===== src/rtl/shift_seq.sv =====
// Multi-cycle LSL/LSR/ASR/ROR unit built around a single 32-bit left barrel shifter.
// Right shifts bit-reverse around the shifter; ASR and ROR may need a second pass.
module shift_seq #(
   parameter int unsigned ZERO_SKIP = 0
) (
   input  logic        clk,
   input  logic        rst,
   input  logic        start,
   input  logic [1:0]  op,
   input  logic [31:0] value,
   input  logic [4:0]  shcnt,
   output logic        ready,
   output logic        done,
   output logic [31:0] res
);

   typedef enum logic [1:0] {IDLE, P1, P2} state_t;
   typedef enum logic [1:0] {OP_LSL = 2'b00, OP_ASR = 2'b01, OP_ROR = 2'b10, OP_LSR = 2'b11} op_t;

   state_t      state, state_d;
   op_t         op_q;
   logic [31:0] value_q;
   logic [4:0]  cnt_q;
   logic [31:0] acc, acc_d;
   logic [31:0] res_d;
   logic        done_d;
   logic        load;

   logic [31:0] sh_in;
   logic [4:0]  sh_cnt;
   logic [31:0] sh_out;
   logic        one_pass;

   function automatic logic [31:0] rev32(input logic [31:0] x);
      logic [31:0] r;
      for (int unsigned i = 0; i < 32; i++) r[i] = x[31-i];
      return r;
   endfunction

   assign one_pass = (op_q == OP_LSL) || (op_q == OP_LSR) ||
                     ((op_q == OP_ASR) && (ZERO_SKIP != 0) && !value_q[31]);

   // Shifter operands come only from latched state, never from the live ports.
   always_comb begin
      sh_in  = value_q;
      sh_cnt = cnt_q;
      if (state == P1) begin
         if (op_q != OP_LSL) sh_in = rev32(value_q);
      end else if (state == P2) begin
         if (op_q == OP_ASR) begin
            sh_in = '1;
         end else begin
            sh_cnt = 5'd0 - cnt_q;
         end
      end
   end

   always_comb begin
      sh_out = sh_in;
      if (sh_cnt[0]) sh_out = {sh_out[30:0], 1'b0};
      if (sh_cnt[1]) sh_out = {sh_out[29:0], 2'b0};
      if (sh_cnt[2]) sh_out = {sh_out[27:0], 4'b0};
      if (sh_cnt[3]) sh_out = {sh_out[23:0], 8'b0};
      if (sh_cnt[4]) sh_out = {sh_out[15:0], 16'b0};
   end

   always_comb begin
      state_d = state;
      acc_d   = acc;
      res_d   = res;
      done_d  = 1'b0;
      load    = 1'b0;
      case (state)
         IDLE: begin
            if (start) begin
               load    = 1'b1;
               state_d = P1;
            end
         end
         P1: begin
            if (one_pass) begin
               res_d   = (op_q == OP_LSL) ? sh_out : rev32(sh_out);
               done_d  = 1'b1;
               state_d = IDLE;
            end else begin
               acc_d   = rev32(sh_out);
               state_d = P2;
            end
         end
         P2: begin
            // ASR: reversed left-shifted ones give the sign-fill mask for the top n bits.
            if (op_q == OP_ASR) begin
               res_d = acc | (value_q[31] ? ~rev32(sh_out) : '0);
            end else begin
               res_d = acc | sh_out;
            end
            done_d  = 1'b1;
            state_d = IDLE;
         end
         default: state_d = IDLE;
      endcase
   end

   always_ff @(posedge clk) begin
      if (rst) begin
         state   <= IDLE;
         op_q    <= OP_LSL;
         value_q <= '0;
         cnt_q   <= '0;
         acc     <= '0;
         res     <= '0;
         done    <= 1'b0;
      end else begin
         state <= state_d;
         acc   <= acc_d;
         res   <= res_d;
         done  <= done_d;
         if (load) begin
            op_q    <= op_t'(op);
            value_q <= value;
            cnt_q   <= shcnt;
         end
      end
   end

   assign ready = (state == IDLE);

endmodule


===== config.mk =====
export PLATFORM = sky130hd
export DESIGN_NAME = shift_seq
export DESIGN_NICKNAME = d
export VERILOG_FILES = /design/src/rtl/shift_seq.sv
export SDC_FILE = /design/constraint.sdc
export NUM_CORES = 1
export LEC_CHECK = 0
export BUFFER_PORTS_ARGS = -buffer_cell sky130_fd_sc_hd__clkbuf_2
export CAP_MARGIN = 20
export CORE_MARGIN = 2
export CORE_UTILIZATION = 35
export CTS_CLUSTER_SIZE = 20
export DETAILED_ROUTE_END_ITERATION = 10
export SLEW_MARGIN = 0
export SYNTH_ARGS = -nofsm -noshare
export SYNTH_HDL_FRONTEND = slang
export SYNTH_SLANG_ARGS = --single-unit

===== constraint.sdc =====
create_clock -name clk -period 6.2 [get_ports clk]
set_input_delay 0.93 -clock clk [delete_from_list [all_inputs] [get_ports clk]]
set_output_delay 0.93 -clock clk [all_outputs]
set_load 0.03 [all_outputs]

; ---- Word level (Yosys, flattened, before mapping)
; Index checks and enable logic that the tools add are counted.
[op_classes]
n_shift = 0
mux = 24
multipliers = 0
div_mod_pow = 0
eq_ne = 6
magnitude_cmp = 0
bitwise = 4
n_addsub = 1
reduce_logical = 7
[ops]
columns = operator, count
row1 = $mux 32, 13
row2 = $or 32x32->32, 2
row3 = $pmux 32 s2, 1
row4 = $not 32->32, 1
row5 = $mux 5, 3
row6 = $sub 1x5->5 const A, 1
row7 = $eq 2x1->1 const B, 2
row8 = $eq 2x2->1 const B, 2
row9 = $logic_not 2->1, 2
row10 = $mux 2, 2
row11 = $ne 2x2->1 const B, 2
row12 = $pmux 2 s2, 1
row13 = $reduce_and 2->1, 2
row14 = $reduce_bool 2->1, 2
row15 = $mux 1, 3
row16 = $pmux 1 s2, 1
row17 = $logic_or 1x1->1, 1
row18 = $not 1->1, 1
[word_totals]
ff_bits = 106
input_bits = 42
mem_count = 0
rom_bits = 0
ram_bits = 0
latch_bits = 0
elab_cells = 49

; ---- Logic depth before layout (Yosys ltp)
[depth]
depth_word = 14
mapped_depth = 15

; ---- Least setup slack after synthesis
; Ideal clock, no wire load.
[synth_path]
kind = register to register
startpoint = reg cnt_q[0]
endpoint = reg res[10]
slack_ns = 2.234
path_stages_with_launch = 15
arrival_time_ns = 3.836
path_cell_list = dfxtp_1 > clkbuf_1 > inv_2 > buf_2 > clkbuf_1 > ha_1 > nor4b_2 > xnor2_1 > clkbuf_1 > clkbuf_1 > mux4_2 > o2bb2ai_1 > a21oi_1 > a2111oi_0 > o31ai_1
[synth_between]
elab_chain_cells = 14
elab_cells_between_ends = 17
classes_between = add/sub (1) / mux (13) / bitwise (3)
[synth_rtl]
columns = item, line
row1 = "start, declared", 23  ; logic [4:0] cnt_q;
row2 = "start signal, assigned", 121  ; cnt_q <= shcnt;
row3 = $sub 1x5->5, 53  ; sh_cnt = 5'd0 - cnt_q;
row4 = $mux 5, 50  ; if (op_q == OP_ASR) begin
row5 = $mux 5, 49  ; end else if (state == P2) begin
row6 = $mux 5 (*), 47  ; if (state == P1) begin
row7 = $mux 32, 60  ; if (sh_cnt[0]) sh_out = {sh_out[30:0], 1'b0};
row8 = $mux 32, 61  ; if (sh_cnt[1]) sh_out = {sh_out[29:0], 2'b0};
row9 = $mux 32, 62  ; if (sh_cnt[2]) sh_out = {sh_out[27:0], 4'b0};
row10 = $mux 32, 63  ; if (sh_cnt[3]) sh_out = {sh_out[23:0], 8'b0};
row11 = $mux 32 (*), 64  ; if (sh_cnt[4]) sh_out = {sh_out[15:0], 16'b0};
row12 = $not 32->32, 93  ; res_d = acc | (value_q[31] ? ~rev32(sh_out) : '0);
row13 = $mux 32, 93
row14 = $or 32x32->32, 93
row15 = $mux 32, 92  ; if (op_q == OP_ASR) begin
row16 = $pmux 32 s2 (*), 73  ; case (state)
row17 = "end signal, assigned", 116  ; res <= res_d;
row18 = "end, declared", 14  ; output logic [31:0] res
; Every way passes the cells marked *; elsewhere a longest branch is shown, timed or not. The select of a mux whose other input is x is not followed.
; A chain may end at the register's enable or synchronous reset.

; ---- Worst setup path in the final report
[layout_path]
startpoint = reg state[0]
endpoint = reg res[10]
[layout_between]
elab_chain_cells = 13
elab_cells_between_ends = 22
classes_between = eq/ne (3) / mux (14) / bitwise (3) / reduce/logical (2)
[layout_rtl]
columns = item, line
row1 = "start, declared", 20  ; state_t state, state_d;
row2 = "start signal, assigned", 114  ; state <= state_d;
row3 = $eq 2x2->1, "49, 73"
row4 = $mux 32 / $mux 5 (equally long branches), 49
row5 = $mux 32 / $mux 5 (equally long branches), 47
row6 = $mux 32, 60
row7 = $mux 32, 61
row8 = $mux 32, 62
row9 = $mux 32, 63
row10 = $mux 32, 64
row11 = $not 32->32, 93
row12 = $mux 32, 93
row13 = $or 32x32->32, 93
row14 = $mux 32, 92
row15 = $pmux 32 s2, 73
; Several ways; a longest one is shown, not always the timed one. The select of a mux whose other input is x is not followed.

==> reports/summary.txt <==
PWR
------------------------------------------------------------------------------------
Power dissipated by switching net loads ...............................     882.9 uW
Combinational fraction of design power ................................        0.373
Switching power as a share of total power .............................       0.3827
Sequential group share of total power .................................        0.333
Internal power of the cells ...........................................     1.424 mW
Clock network power share .............................................        0.294
Worst ir drop on vdd ..................................................  0.0001143 V
Lkg Pwr ...............................................................     3.242 nW
Total power after layout ..............................................     2.307 mW
Power per standard cell area .......................................... 263.9 mW/mm^2

CRITICAL PATH
------------------------------------------------------------------------------------
Count of buffering cells on the critical path with inverters included .            3
Startpoint types ......................................................         flop
Worst-case reg-to-reg path depth ......................................           12
WS Path Type ..........................................................   reg -> reg
Critical path's most frequent cell ....................................        buf_4
Cell type group with the largest total delay on the critical path ..... multiplexers
Data required time at the worst endpoint ..............................      6430 ps
Cells along the critical path ......................................... inv_1 -> ha_1 -> buf_4 -> or3b_1 -> mux2i_4 -> buf_4 -> mux2_2 -> mux4_2 -> o2bb2ai_1 -> a21oi_1 -> a2111oi_0 -> o31ai_1
Cell type of the slowest stage on the worst timing path ...............       mux4_2
Worst R2R Start .......................................................     state[0]
Longest individual stage delay on the worst path ......................       560 ps
Maximum net fanout on the critical path ...............................           43
Kind of capture point of the worst setup path .........................         flop
Reg2Reg Capture Point .................................................      res[10]
Worst reg2reg setup slack .............................................      2030 ps
Data arrival, critical path ...........................................      4400 ps

ROUTING
------------------------------------------------------------------------------------
Vias after detailed routing ...........................................        7,690
Via density per instance ..............................................        6.084
Post-detailed-route wirelength per cell ............................... 20.17 microns
Drt total wl .......................................................... 25,500 microns
Detailed Routing Iterations Pass 1 ....................................            6
Number of DRC markers after the initial detailed-route iteration ......          829
Residual antenna-violating net count after detailed routing ...........            0
DRC violation count after routing .....................................            0

GLOBAL ROUTE
------------------------------------------------------------------------------------
First-pass GRT wire length ............................................ 40,860 microns
Congestion Overflow GR ................................................            0
Largest net degree at the start of global routing .....................           62
Global-route total usage across every layer ...........................       0.2147
Via count of the first global-routing pass ............................        7,204
Number of antenna violations at the first check in global routing .....            0

STA
------------------------------------------------------------------------------------
Worst hold slack ......................................................     458.5 ps
Worst relative slew slack .............................................       0.2887
Number of pins exceeding their max-slew limit in the final report .....            0
RSZ-0062 raised after global routing ..................................        false
Final setup violation count ...........................................            0
Final worst slack .....................................................      2033 ps
Least-Margin Pin Slew .................................................      1067 ps
Maximum operating frequency ...........................................   0.2400 GHz
Minimum clock period ..................................................      4167 ps
Setup tns final .......................................................         0 ps
Fin. Hold Viols .......................................................            0
Clock Skews ...........................................................     10.59 ps
Final Cycle Share .....................................................       0.6722

FINISH
------------------------------------------------------------------------------------
Final instance count without filler cells .............................        1,264
Area growth syn-to-layout .............................................       11.05%
Design Area, Final .................................................... 0.008742 sq mm
Total Nets Final ......................................................        1,028
Fraction of the core area covered by cells at the end of the flow .....       0.3981
Number of diodes added for antenna fixing .............................            0
Share of final-layout standard cells stronger than drive strength 1 ...       0.2205

CLOCK TREE
------------------------------------------------------------------------------------
Clock Root Buffer .....................................................    clkbuf_16
Reg clk slew, reported paths ..........................................        80 ps
Count of clock tree sinks .............................................          106
Clock Path Buffers ....................................................            2
Clock tree from TritonCTS .............................................         done
Post-CTS Setup Bufs ...................................................            0
CTS Hold Bufs .........................................................            0
Clk_lat worst skew ....................................................       370 ps
Post_cts resized ......................................................            0
Clock buffers created by TritonCTS ....................................            9
Total number of H-tree levels .........................................            3

PLACEMENT
------------------------------------------------------------------------------------
Number of cells in the design after placement .........................        1,248
Final weighted congestion in routability-driven placement .............       0.9658
Port Buffers ..........................................................           75
Post-Place Setup Slack ................................................      2155 ps
Instance area after placement ......................................... 0.008401 sq mm
Half-perimeter wire length of the detailed placement result ........... 18,380 microns

LOGIC SYNTHESIS
------------------------------------------------------------------------------------
Sequential share of the synthesized area ..............................       0.2695
Number of synthesized flops with an enable pin ........................            0
Net Count, Synth ......................................................        1,006
Netlist area before placement ......................................... 0.007873 sq mm
Unique masters post-synth .............................................           77
Post-synthesis register bit count .....................................          106
Average instance area after synthesis .................................  8.226 sq um
Most instantiated flip-flop cell in the synthesis netlist .............      dfxtp_1
Async set-or-reset flop fraction in the synthesized netlist ...........            0
Ys Warns ..............................................................            0
Synthesized instance count ............................................          957

FLOORPLAN
------------------------------------------------------------------------------------
Number of ports placed on the die boundary ............................           76
Die Y-Extent .......................................................... 154.0 microns
Core ar. .............................................................. 0.02196 sq mm
Die outline width ..................................................... 154.0 microns
Die area .............................................................. 0.02371 sq mm
Starting density of the core ..........................................       0.3585
Count of standard-cell rows ...........................................           54

STATUS
------------------------------------------------------------------------------------
Status ................................................................ complete, no violations

JOB
------------------------------------------------------------------------------------
Max-cap violations ....................................................            0

MIN PATH
------------------------------------------------------------------------------------
Depth of the worst hold-timing path ...................................            2
Worst hold endpoint ...................................................      op_q[1]
Critical hold path startpoint .........................................      op_q[1]
Worst hold path class .................................................   reg -> reg

[worst min-delay path, cell delays in order (launching register included)]
cell and delay [ps]:
dfxtp_1 310, nand2_1 50, a21oi_1 50
[flip-flops by register name, summed over array words and instances (netlist names)]
| name | cells |
|---|---|
| res | 32 |
| value_q | 32 |
| acc | 32 |
| cnt_q | 5 |
| done | 1 |
| state | 2 |
| op_q | 2 |
[synth_stat cells, types with 23 or more instances]
library cell	instances	area, sq um
nor2_1	81	304.0
mux2i_1	29	290.3
nand2_1	159	596.8
a211oi_1	33	247.7
o21ai_0	26	130.1
mux4_2	29	653.1
nand3b_1	31	232.7
or3b_2	23	201.4
a21oi_1	88	440.4
dfxtp_1	106	2122
clkbuf_1	57	214.0
[worst max-delay path by stage]
| stage | from | slack (ps) | to | depth (start not counted) |
|---|---|---|---|---|
| after floorplan | cnt_q[0] | 2230 | res[10] | 14 |
| after global placement | state[0] | 2120 | res[24] | 12 |
| after detailed placement | state[0] | 2150 | res[24] | 12 |
| after CTS | state[0] | 2120 | res[10] | 12 |
| after global routing | state[0] | 1890 | res[10] | 12 |
| final | state[0] | 2030 | res[10] | 12 |
[cell type report]
class | instances | area [sq um]
well taps | 280 | 350.3
multi-input cells | 751 | 5331
fillers | 2231 | 13220
flip-flops and latches | 106 | 2122
clock inverters | 7 | 116.4
clock buffers | 9 | 225.2
inverters | 13 | 48.80
repair buffers | 98 | 548.0
[routing by layer]
layer | part of all wire | GRT usage | wire (microns)
met1 | 0.47 | 0.3126 | 11890
met2 | 0.43 | 0.3214 | 10970
met3 | 0.074 | 0.03241 | 1888
met4 | 0.029 | 0.07655 | 748
met5 | 0 | 0 | 0
[power groups by stage]
stage / clock, mW / combinational [mW] / sequential (mW)
floorplan: 0 / 0.581 / 0.812
global placement: 0 / 0.841 / 0.783
global route: 0.717 / 0.924 / 0.776
detailed placement: 0 / 0.842 / 0.784
CTS: 0.693 / 0.847 / 0.768
finish: 0.677 / 0.861 / 0.768
[placed cells by master, fill, tap and decap left out, types with 5 or more instances in the layout]
master / netlist / final
a211oi_1: 33 / 33
nand3_1: 8 / 8
mux2_1: 5 / 5
a31oi_1: 7 / 7
mux2i_1: 29 / 29
inv_1: 12 / 12
a21oi_1: 88 / 88
and2_1: 5 / 5
nor2_1: 81 / 80
buf_4: 1 / 23
dfxtp_1: 106 / 106
clkbuf_16: 0 / 9
mux4_2: 29 / 29
ha_1: 7 / 6
or3_1: 6 / 6
o211ai_1: 22 / 22
clkbuf_2: 0 / 74
o211a_1: 14 / 14
a32o_1: 5 / 5
a221oi_1: 8 / 8
mux2_2: 22 / 22
o22ai_1: 7 / 7
nand3b_1: 31 / 31
a211o_1: 6 / 6
o21ai_1: 8 / 8
nor3_1: 10 / 10
o221ai_1: 7 / 7
or3b_2: 23 / 23
nand2_1: 159 / 159
o21ai_0: 26 / 26
a2111oi_0: 5 / 5
[logic make-up (layout without fill, tap and decap cells)]
logic type / after synthesis / count (layout) / share of synthesized area
AND/OR/NAND/NOR: 347 / 347 / 0.2128
XOR/XNOR: 4 / 4 / 0.004451
adder cells (fa/ha/maj): 7 / 7 / 0.01112
buffers and inverters: 100 / 127 / 0.05578
AO/OA/AOI/OAI: 302 / 302 / 0.2735
multiplexers: 91 / 91 / 0.1728
flip-flops: 106 / 106 / 0.2695
Power figures use the tool's default switching activity.
